`config.mk`:
```
export PLATFORM = sky130hd
export DESIGN_NAME = fir_out_decim
export DESIGN_NICKNAME = d
export VERILOG_FILES = /design/src/rtl/fir_pkg.sv /design/src/rtl/sync_fifo.sv /design/src/rtl/fir_out_decim.sv
export SDC_FILE = /design/constraint.sdc
export NUM_CORES = 1
export LEC_CHECK = 0
export BUFFER_PORTS_ARGS = -buffer_cell sky130_fd_sc_hd__buf_2
export CAP_MARGIN = 20
export CORE_MARGIN = 10
export CORE_UTILIZATION = 55
export DETAILED_ROUTE_END_ITERATION = 8
export GPL_ROUTABILITY_DRIVEN = 0
export GPL_TIMING_DRIVEN = 0
export PLACE_DENSITY = 0.77
export SYNTH_ARGS = -nofsm -noshare
export SYNTH_HDL_FRONTEND = slang
export SYNTH_SLANG_ARGS = --single-unit
```
`constraint.sdc`:
```
create_clock -name clk_i -period 5.7 [get_ports clk_i]
set_input_delay 0.855 -clock clk_i [delete_from_list [all_inputs] [get_ports clk_i]]
set_output_delay 0.855 -clock clk_i [all_outputs]
set_load 0.1 [all_outputs]
```
`src/rtl/fir_pkg.sv`:
```
// Shared FIR widths and sample/product types.
package fir_pkg;

  localparam int unsigned DATA_WIDTH = 16;
  localparam int unsigned COE_WIDTH  = 16;
  localparam int unsigned OUT_WIDTH  = 16;
  localparam int unsigned PROD_WIDTH = DATA_WIDTH + COE_WIDTH;

  typedef logic signed [OUT_WIDTH-1:0]  sample_t;
  typedef logic signed [PROD_WIDTH-1:0] product_t;

endpackage

```
`src/rtl/sync_fifo.sv`:
```
// Synchronous FIFO with a registered head-of-queue output.
// A push while full is accepted only when a pop happens in the same cycle.
module sync_fifo #(
  parameter int unsigned WIDTH = 16,
  parameter int unsigned DEPTH = 4
) (
  input  logic             clk_i,
  input  logic             rst_i,
  input  logic             push,
  input  logic [WIDTH-1:0] wdata,
  input  logic             pop,
  output logic             full,
  output logic             empty,
  output logic [WIDTH-1:0] head
);

  localparam int unsigned AW = (DEPTH > 1) ? $clog2(DEPTH) : 1;
  localparam int unsigned CW = $clog2(DEPTH) + 1;

  logic [WIDTH-1:0] mem [DEPTH];
  logic [AW-1:0]    wr_ptr;
  logic [AW-1:0]    rd_ptr;
  logic [AW-1:0]    rd_next;
  logic [CW-1:0]    count_q;
  logic [CW-1:0]    count_after_pop;
  logic [CW-1:0]    count_d;
  logic             full_q;
  logic             empty_q;
  logic [WIDTH-1:0] head_q;
  logic [WIDTH-1:0] head_d;
  logic             push_ok;
  logic             pop_ok;

  // Qualify push/pop and work out the next head so it can be registered.
  always_comb begin
    pop_ok          = pop && !empty_q;
    push_ok         = push && (!full_q || pop_ok);
    rd_next         = rd_ptr + AW'(pop_ok);
    count_after_pop = count_q - CW'(pop_ok);
    count_d         = count_after_pop + CW'(push_ok);
    head_d          = (count_after_pop == '0) ? wdata : mem[rd_next];
  end

  // Storage array; no reset needed, occupancy tracks validity.
  always_ff @(posedge clk_i) begin
    if (push_ok) begin
      mem[wr_ptr] <= wdata;
    end
  end

  // Pointers, occupancy flags and head register.
  always_ff @(posedge clk_i) begin
    if (rst_i) begin
      wr_ptr  <= '0;
      rd_ptr  <= '0;
      count_q <= '0;
      full_q  <= 1'b0;
      empty_q <= 1'b1;
      head_q  <= '0;
    end else begin
      if (push_ok) begin
        wr_ptr <= wr_ptr + AW'(1);
      end
      rd_ptr  <= rd_next;
      count_q <= count_d;
      full_q  <= (count_d == CW'(DEPTH));
      empty_q <= (count_d == '0);
      head_q  <= head_d;
    end
  end

  assign full  = full_q;
  assign empty = empty_q;
  assign head  = head_q;

endmodule

```
`src/rtl/fir_out_decim.sv`:
```
// FIR output stage: round, saturate, decimate and buffer the product stream.
module fir_out_decim #(
  parameter int unsigned IN_WIDTH    = fir_pkg::PROD_WIDTH,
  parameter int unsigned OUT_WIDTH   = fir_pkg::OUT_WIDTH,
  parameter int unsigned SHIFT       = 15,
  parameter int unsigned DECIM_WIDTH = 8,
  parameter int unsigned FIFO_DEPTH  = 4,
  parameter int unsigned CNT_WIDTH   = 16
) (
  input  logic                   clk_i,
  input  logic                   rst_i,
  input  logic                   en_i,
  input  logic [IN_WIDTH-1:0]    data_i,
  input  logic [DECIM_WIDTH-1:0] decim_i,
  output logic [OUT_WIDTH-1:0]   data_o,
  output logic                   valid_o,
  input  logic                   ready_i,
  output logic [CNT_WIDTH-1:0]   drop_cnt_o,
  output logic [CNT_WIDTH-1:0]   sat_cnt_o
);

  localparam logic signed [IN_WIDTH:0] SAT_MAX =
    {{(IN_WIDTH - OUT_WIDTH + 2){1'b0}}, {(OUT_WIDTH - 1){1'b1}}};
  localparam logic signed [IN_WIDTH:0] SAT_MIN =
    {{(IN_WIDTH - OUT_WIDTH + 2){1'b1}}, {(OUT_WIDTH - 1){1'b0}}};
  localparam logic [OUT_WIDTH-1:0]   OUT_MAX = {1'b0, {(OUT_WIDTH - 1){1'b1}}};
  localparam logic [OUT_WIDTH-1:0]   OUT_MIN = {1'b1, {(OUT_WIDTH - 1){1'b0}}};
  localparam logic [DECIM_WIDTH-1:0] ONE     = DECIM_WIDTH'(1);

  logic signed [IN_WIDTH:0] data_ext;
  logic signed [IN_WIDTH:0] shifted;
  logic [OUT_WIDTH-1:0]     sat_data;
  logic                     clip;

  logic [DECIM_WIDTH-1:0]   phase_q;
  logic [DECIM_WIDTH-1:0]   phase_d;
  logic [DECIM_WIDTH-1:0]   factor_q;
  logic [DECIM_WIDTH-1:0]   factor_d;
  logic [DECIM_WIDTH-1:0]   factor_eff;
  logic [DECIM_WIDTH-1:0]   factor_use;
  logic                     keep;

  logic                     s1_keep;
  logic [OUT_WIDTH-1:0]     s1_data;
  logic                     s1_clip;

  logic                     fifo_full;
  logic                     fifo_empty;
  logic                     fifo_pop;
  logic [OUT_WIDTH-1:0]     fifo_head;

  logic [CNT_WIDTH-1:0]     drop_cnt_q;
  logic [CNT_WIDTH-1:0]     sat_cnt_q;

  assign data_ext = {data_i[IN_WIDTH-1], data_i};

  // Round half up with one guard bit so the add cannot overflow.
  if (SHIFT > 0) begin : g_round
    localparam logic signed [IN_WIDTH:0] HALF = (IN_WIDTH + 1)'(1) << (SHIFT - 1);
    logic signed [IN_WIDTH:0] rnd_sum;
    assign rnd_sum = data_ext + HALF;
    assign shifted = rnd_sum >>> SHIFT;
  end else begin : g_noround
    assign shifted = data_ext;
  end

  // Clamp to the output sample range and flag clipping.
  always_comb begin
    sat_data = shifted[OUT_WIDTH-1:0];
    clip     = 1'b0;
    if (shifted > SAT_MAX) begin
      sat_data = OUT_MAX;
      clip     = 1'b1;
    end else if (shifted < SAT_MIN) begin
      sat_data = OUT_MIN;
      clip     = 1'b1;
    end
  end

  // Decimation phase: keep at phase 0, latch a new factor only there.
  always_comb begin
    factor_eff = (decim_i == '0) ? ONE : decim_i;
    factor_use = (phase_q == '0) ? factor_eff : factor_q;
    keep       = en_i && (phase_q == '0);
    phase_d    = phase_q;
    factor_d   = factor_q;
    if (en_i) begin
      if (phase_q == '0) begin
        factor_d = factor_eff;
      end
      phase_d = (phase_q == factor_use - ONE) ? '0 : phase_q + ONE;
    end
  end

  // Decimator state and stage-1 pipeline register.
  always_ff @(posedge clk_i) begin
    if (rst_i) begin
      phase_q  <= '0;
      factor_q <= ONE;
      s1_keep  <= 1'b0;
      s1_data  <= '0;
      s1_clip  <= 1'b0;
    end else begin
      phase_q  <= phase_d;
      factor_q <= factor_d;
      s1_keep  <= keep;
      s1_data  <= sat_data;
      s1_clip  <= clip;
    end
  end

  assign fifo_pop = !fifo_empty && ready_i;

  // Stage 2: output buffer.
  sync_fifo #(
    .WIDTH (OUT_WIDTH),
    .DEPTH (FIFO_DEPTH)
  ) u_fifo (
    .clk_i (clk_i),
    .rst_i (rst_i),
    .push  (s1_keep),
    .wdata (s1_data),
    .pop   (fifo_pop),
    .full  (fifo_full),
    .empty (fifo_empty),
    .head  (fifo_head)
  );

  // Saturating drop and clip counters, counted as samples reach the buffer.
  always_ff @(posedge clk_i) begin
    if (rst_i) begin
      drop_cnt_q <= '0;
      sat_cnt_q  <= '0;
    end else begin
      if (s1_keep && fifo_full && !fifo_pop && (drop_cnt_q != '1)) begin
        drop_cnt_q <= drop_cnt_q + CNT_WIDTH'(1);
      end
      if (s1_keep && s1_clip && (sat_cnt_q != '1)) begin
        sat_cnt_q <= sat_cnt_q + CNT_WIDTH'(1);
      end
    end
  end

  assign valid_o    = !fifo_empty;
  assign data_o     = fifo_head;
  assign drop_cnt_o = drop_cnt_q;
  assign sat_cnt_o  = sat_cnt_q;

endmodule

```
==> results.py <==
metrics = {
    "run_status": {
        "status": "complete, no violations",
    },
    "sta": {
        "skew_ps": 7.89,
        "min_period_ps": 3550,
        "finalSetupViolCount": 0,
        "tightest_slew_ps": 923,
        "finalCritPeriodShare_pct": 62.2,
        "rsz0062_at_grt": "false",
        "clock.fmax_mhz": 282,
        "slew_headroom_pct": 38.0,
        "slew_violations": 0,
        "totalNegativeSetupSlack_ps": 0,
        "hold_viol_final": 0,
    },
    "logic_synthesis": {
        "synth_mux_area_share_pct": 6.45,
        "synth_top_family_by_area": "simple AND/OR/NAND/NOR gates",
        "synth_enable_flop_cells": 64,
        "synth_compound_area_share_pct": 9.39,
        "synth-adder-area-share_pct": 2.75,
        "ys_async_sr_fraction_pct": 0,
        "yosys.area_share.simple_pct": 16.5,
        "seq_area_frac_synth_pct": 54.9,
        "synth_ff_type": "dfxtp_1",
        "syn-num-nets": 687,
        "ys_types": 54,
        "synth_xor_area_share_pct": 7.06,
        "netlist_area_sq_um": 6820,
        "syn_inst": 628,
        "yosys_warnings": 0,
        "synth_seq_cells": 155,
        "avgSynthCellArea_sq_um": 10.9,
    },
    "cts": {
        "insertion_delay_ps": 430,
        "post_cts_buffers": 0,
        "clock_sinks": 155,
        "cts_made_buffers": 17,
        "cts_hold_buf": 0,
        "cts_max_level": 4,
        "cts.path.max_buffers": 2,
        "clk_pin_slew_ps": 60,
        "cts_root_buffer": "clkbuf_16",
        "cts_tree": "built",
        "ctsResizeCount": 0,
    },
    "route": {
        "drc": 0,
        "routed_wl_microns": 15300,
        "vias": 5074,
        "drtIter0Drc": 464,
        "viasPerCell": 5.63,
        "drtPass1Iterations": 5,
        "wire_per_inst_microns": 16.9,
        "detail-route-antenna-nets": 0,
    },
    "placement": {
        "placed_cell_area_sq_um": 7400,
        "dp.cells": 870,
        "dpl.hpwl_microns": 10800,
        "io_buffers": 74,
    },
    "flow_run": {
        "maxCapViolations": 0,
    },
    "grt": {
        "grt_use_met3_pct": 5.45,
        "grt_pass1_vias": 5069,
        "grt_max_degree": 17,
        "grt_antenna_before_repair": 0,
        "overflow": 0,
        "grtUsageMet1_pct": 21.1,
        "grt_use_total_pct": 17.6,
        "grt_busiest_layer": "met2",
        "grt_pass1_wl_microns": 24800,
        "met2_usage_pct": 29.2,
    },
    "worst_setup_path": {
        "crit_top_cell": "ha_1",
        "critical-path-top-delay-family": "simple AND/OR/NAND/NOR gates",
        "startpoint_type": "register",
        "worstPathRequired_ps": 5990,
        "critical_path_class": "register to register",
        "cp_num_buf_inv": 3,
        "reg2reg_depth": 13,
        "worstPathArrival_ps": 3830,
        "crit_slowest_cell": "or3b_2",
        "critPathCaptureType": "register",
        "max_stage_delay_ps": 450,
        "cp_num_cells": 13,
        "crit_chain": "inv_1, ha_1, or3b_2, clkbuf_1, nor2_4, buf_1, mux2i_1, ha_1, o21ai_1, a211oi_2, o211ai_2, nor4b_4, nor3_1",
        "worstPathMaxFanout": 10,
    },
    "layout": {
        "final_util_pct": 66.0,
        "syn_to_final_growth_pct": 16.7,
        "nFillCells": 925,
        "regArea_sq_um": 3740,
        "final_cells": 902,
        "fin_nets": 780,
        "drive_gt1_share_pct": 18.5,
        "fin_area_sq_um": 7970,
        "n_antenna_cell": 0,
        "multi_input_area_sq_um": 2880,
    },
    "power": {
        "power_leakage_nw": 3.03,
        "peakVddDrop_mv": 0.213,
        "power_mw": 3.45,
        "power_density_nw_per_um2": 432,
    },
    "worst_hold_path": {
        "hold_path.class": "register to register",
        "whs_path_depth": 2,
    },
    "die": {
        "ioPinCount": 93,
        "rows": 40,
        "start_util_pct": 56.6,
        "die_area_sq_um": 17300,
        "die_h_microns": 131,
        "die_x_microns": 131,
        "coreArea_sq_um": 12100,
    },
}
==> where the power goes <==
group          internal (mW)  switching (mW)  total [mW]
clock                  0.642           0.437        1.08
combinational          0.267           0.793        1.06
sequential              1.26          0.0443        1.31
total                   2.17            1.27        3.45
==> worst register-to-register path: stages, from the launching register on <==
cell      delay, ps
dfxtp_1         380
inv_1            90
ha_1            240
or3b_2          450
clkbuf_1        200
nor2_4          230
buf_1           370
mux2i_1         250
ha_1            210
o21ai_1         110
a211oi_2        210
o211ai_2        170
nor4b_4         410
nor3_1          100
==> stage by stage <==
step	hold WS, ps	setup slack (ps)
6_report	479	2150
5_1_grt	501	1860
4_1_cts	478	2200
3_5_place_dp	471	2230
3_3_place_gp	449	2320
2_1_floorplan	436	2720
==> final timing paths <==
path | start | to | slack, ps
max reg2reg | phase_q[0] | phase_q[2] | 2150
min | factor_q[7] | factor_q[7] | 480
max | phase_q[0] | phase_q[2] | 2150
min reg2reg | factor_q[7] | factor_q[7] | 480
==> registers in the layout, summed over array words and instances (netlist names) <==
signal and cells:
u_fifo.mem 64, drop_cnt_o 16, s1_data 16, sat_cnt_o 16, u_fifo.head 16, factor_q 8, phase_q 8, u_fifo.count_q 3
u_fifo.rd_ptr 2, u_fifo.wr_ptr 2, s1_clip 1, s1_keep 1, u_fifo.empty 1, u_fifo.full 1
==> kinds of logic (layout without fill, tap and decap cells) <==
| family | after synthesis | in the layout |
|---|---|---|
| xor+xnor | 55 | 55 |
| mux | 24 | 24 |
| simple gates | 227 | 227 |
| flops | 155 | 155 |
| fa+ha+maj | 15 | 15 |
| buf+inv | 50 | 156 |
| compound gates | 102 | 102 |
==> cells in the final DEF (no fill, tap or decap), types with 3 or more instances in the layout <==
cell type,netlist,final
and3_1,9,9
buf_2,6,80
o21ai_0,24,24
nor3_1,19,19
nor4_1,5,5
inv_1,20,20
and2_1,6,6
a31oi_1,3,3
a211oi_1,5,5
ha_1,15,15
nor2b_1,7,7
xnor2_1,26,26
o31ai_1,6,6
clkbuf_16,0,17
nor3b_1,4,4
clkinvlp_4,0,3
nor2_1,46,46
mux4_2,16,16
dfxtp_1,91,91
or3_1,9,9
xor2_1,29,29
nand3_1,27,27
a21oi_1,42,42
nand4_1,8,8
nand2_1,73,73
mux2i_1,8,8
edfxtp_1,64,64
clkbuf_1,20,24
and4_1,5,5
==> routing by layer <==
metal,part of all wire (%),up-vias
li1,-,2441
met1,44,2409
met2,48,193
met3,6.7,31
met4,1.6,0
met5,0,-
==> synth_stat cells (2+ instances only) <==
cell type	count	area (sq um)
a311o_1	2	20.0
o31ai_1	6	45.0
dfxtp_1	91	1820
nor4_1	5	31.3
clkbuf_1	20	75.1
xnor2_1	26	228
nor2b_1	7	43.8
o21ai_1	2	10.0
edfxtp_1	64	1920
inv_1	20	75.1
nand2b_1	2	12.5
a21oi_1	42	210
or3_1	9	56.3
nand2_1	73	274
xor2_1	29	254
mux2i_1	8	80.1
a211oi_1	5	37.5
o32ai_1	2	17.5
nand4_1	8	50.1
ha_1	15	188
nor3_1	19	95.1
a311oi_1	2	17.5
and4_1	5	43.8
or4_1	2	15.0
and3_1	9	56.3
buf_2	6	30.0
and2_1	6	37.5
nor2_1	46	173
mux4_2	16	360
o21ai_0	24	120
buf_1	2	7.51
nand3_1	27	135
a211oi_2	2	25.0
a31oi_1	3	18.8
nor3b_1	4	30.0
==> layout make-up <==
cell class | count | area share [%]
sequential | 155 | 47.0
multi-input combinational | 423 | 36.1
clock buffer | 21 | 5.53
timing repair buffer | 74 | 4.65
tap | 168 | 2.64
buffer | 30 | 1.62
clock inverter | 11 | 1.52
inverter | 20 | 0.942
Power figures use the tool's default switching activity.
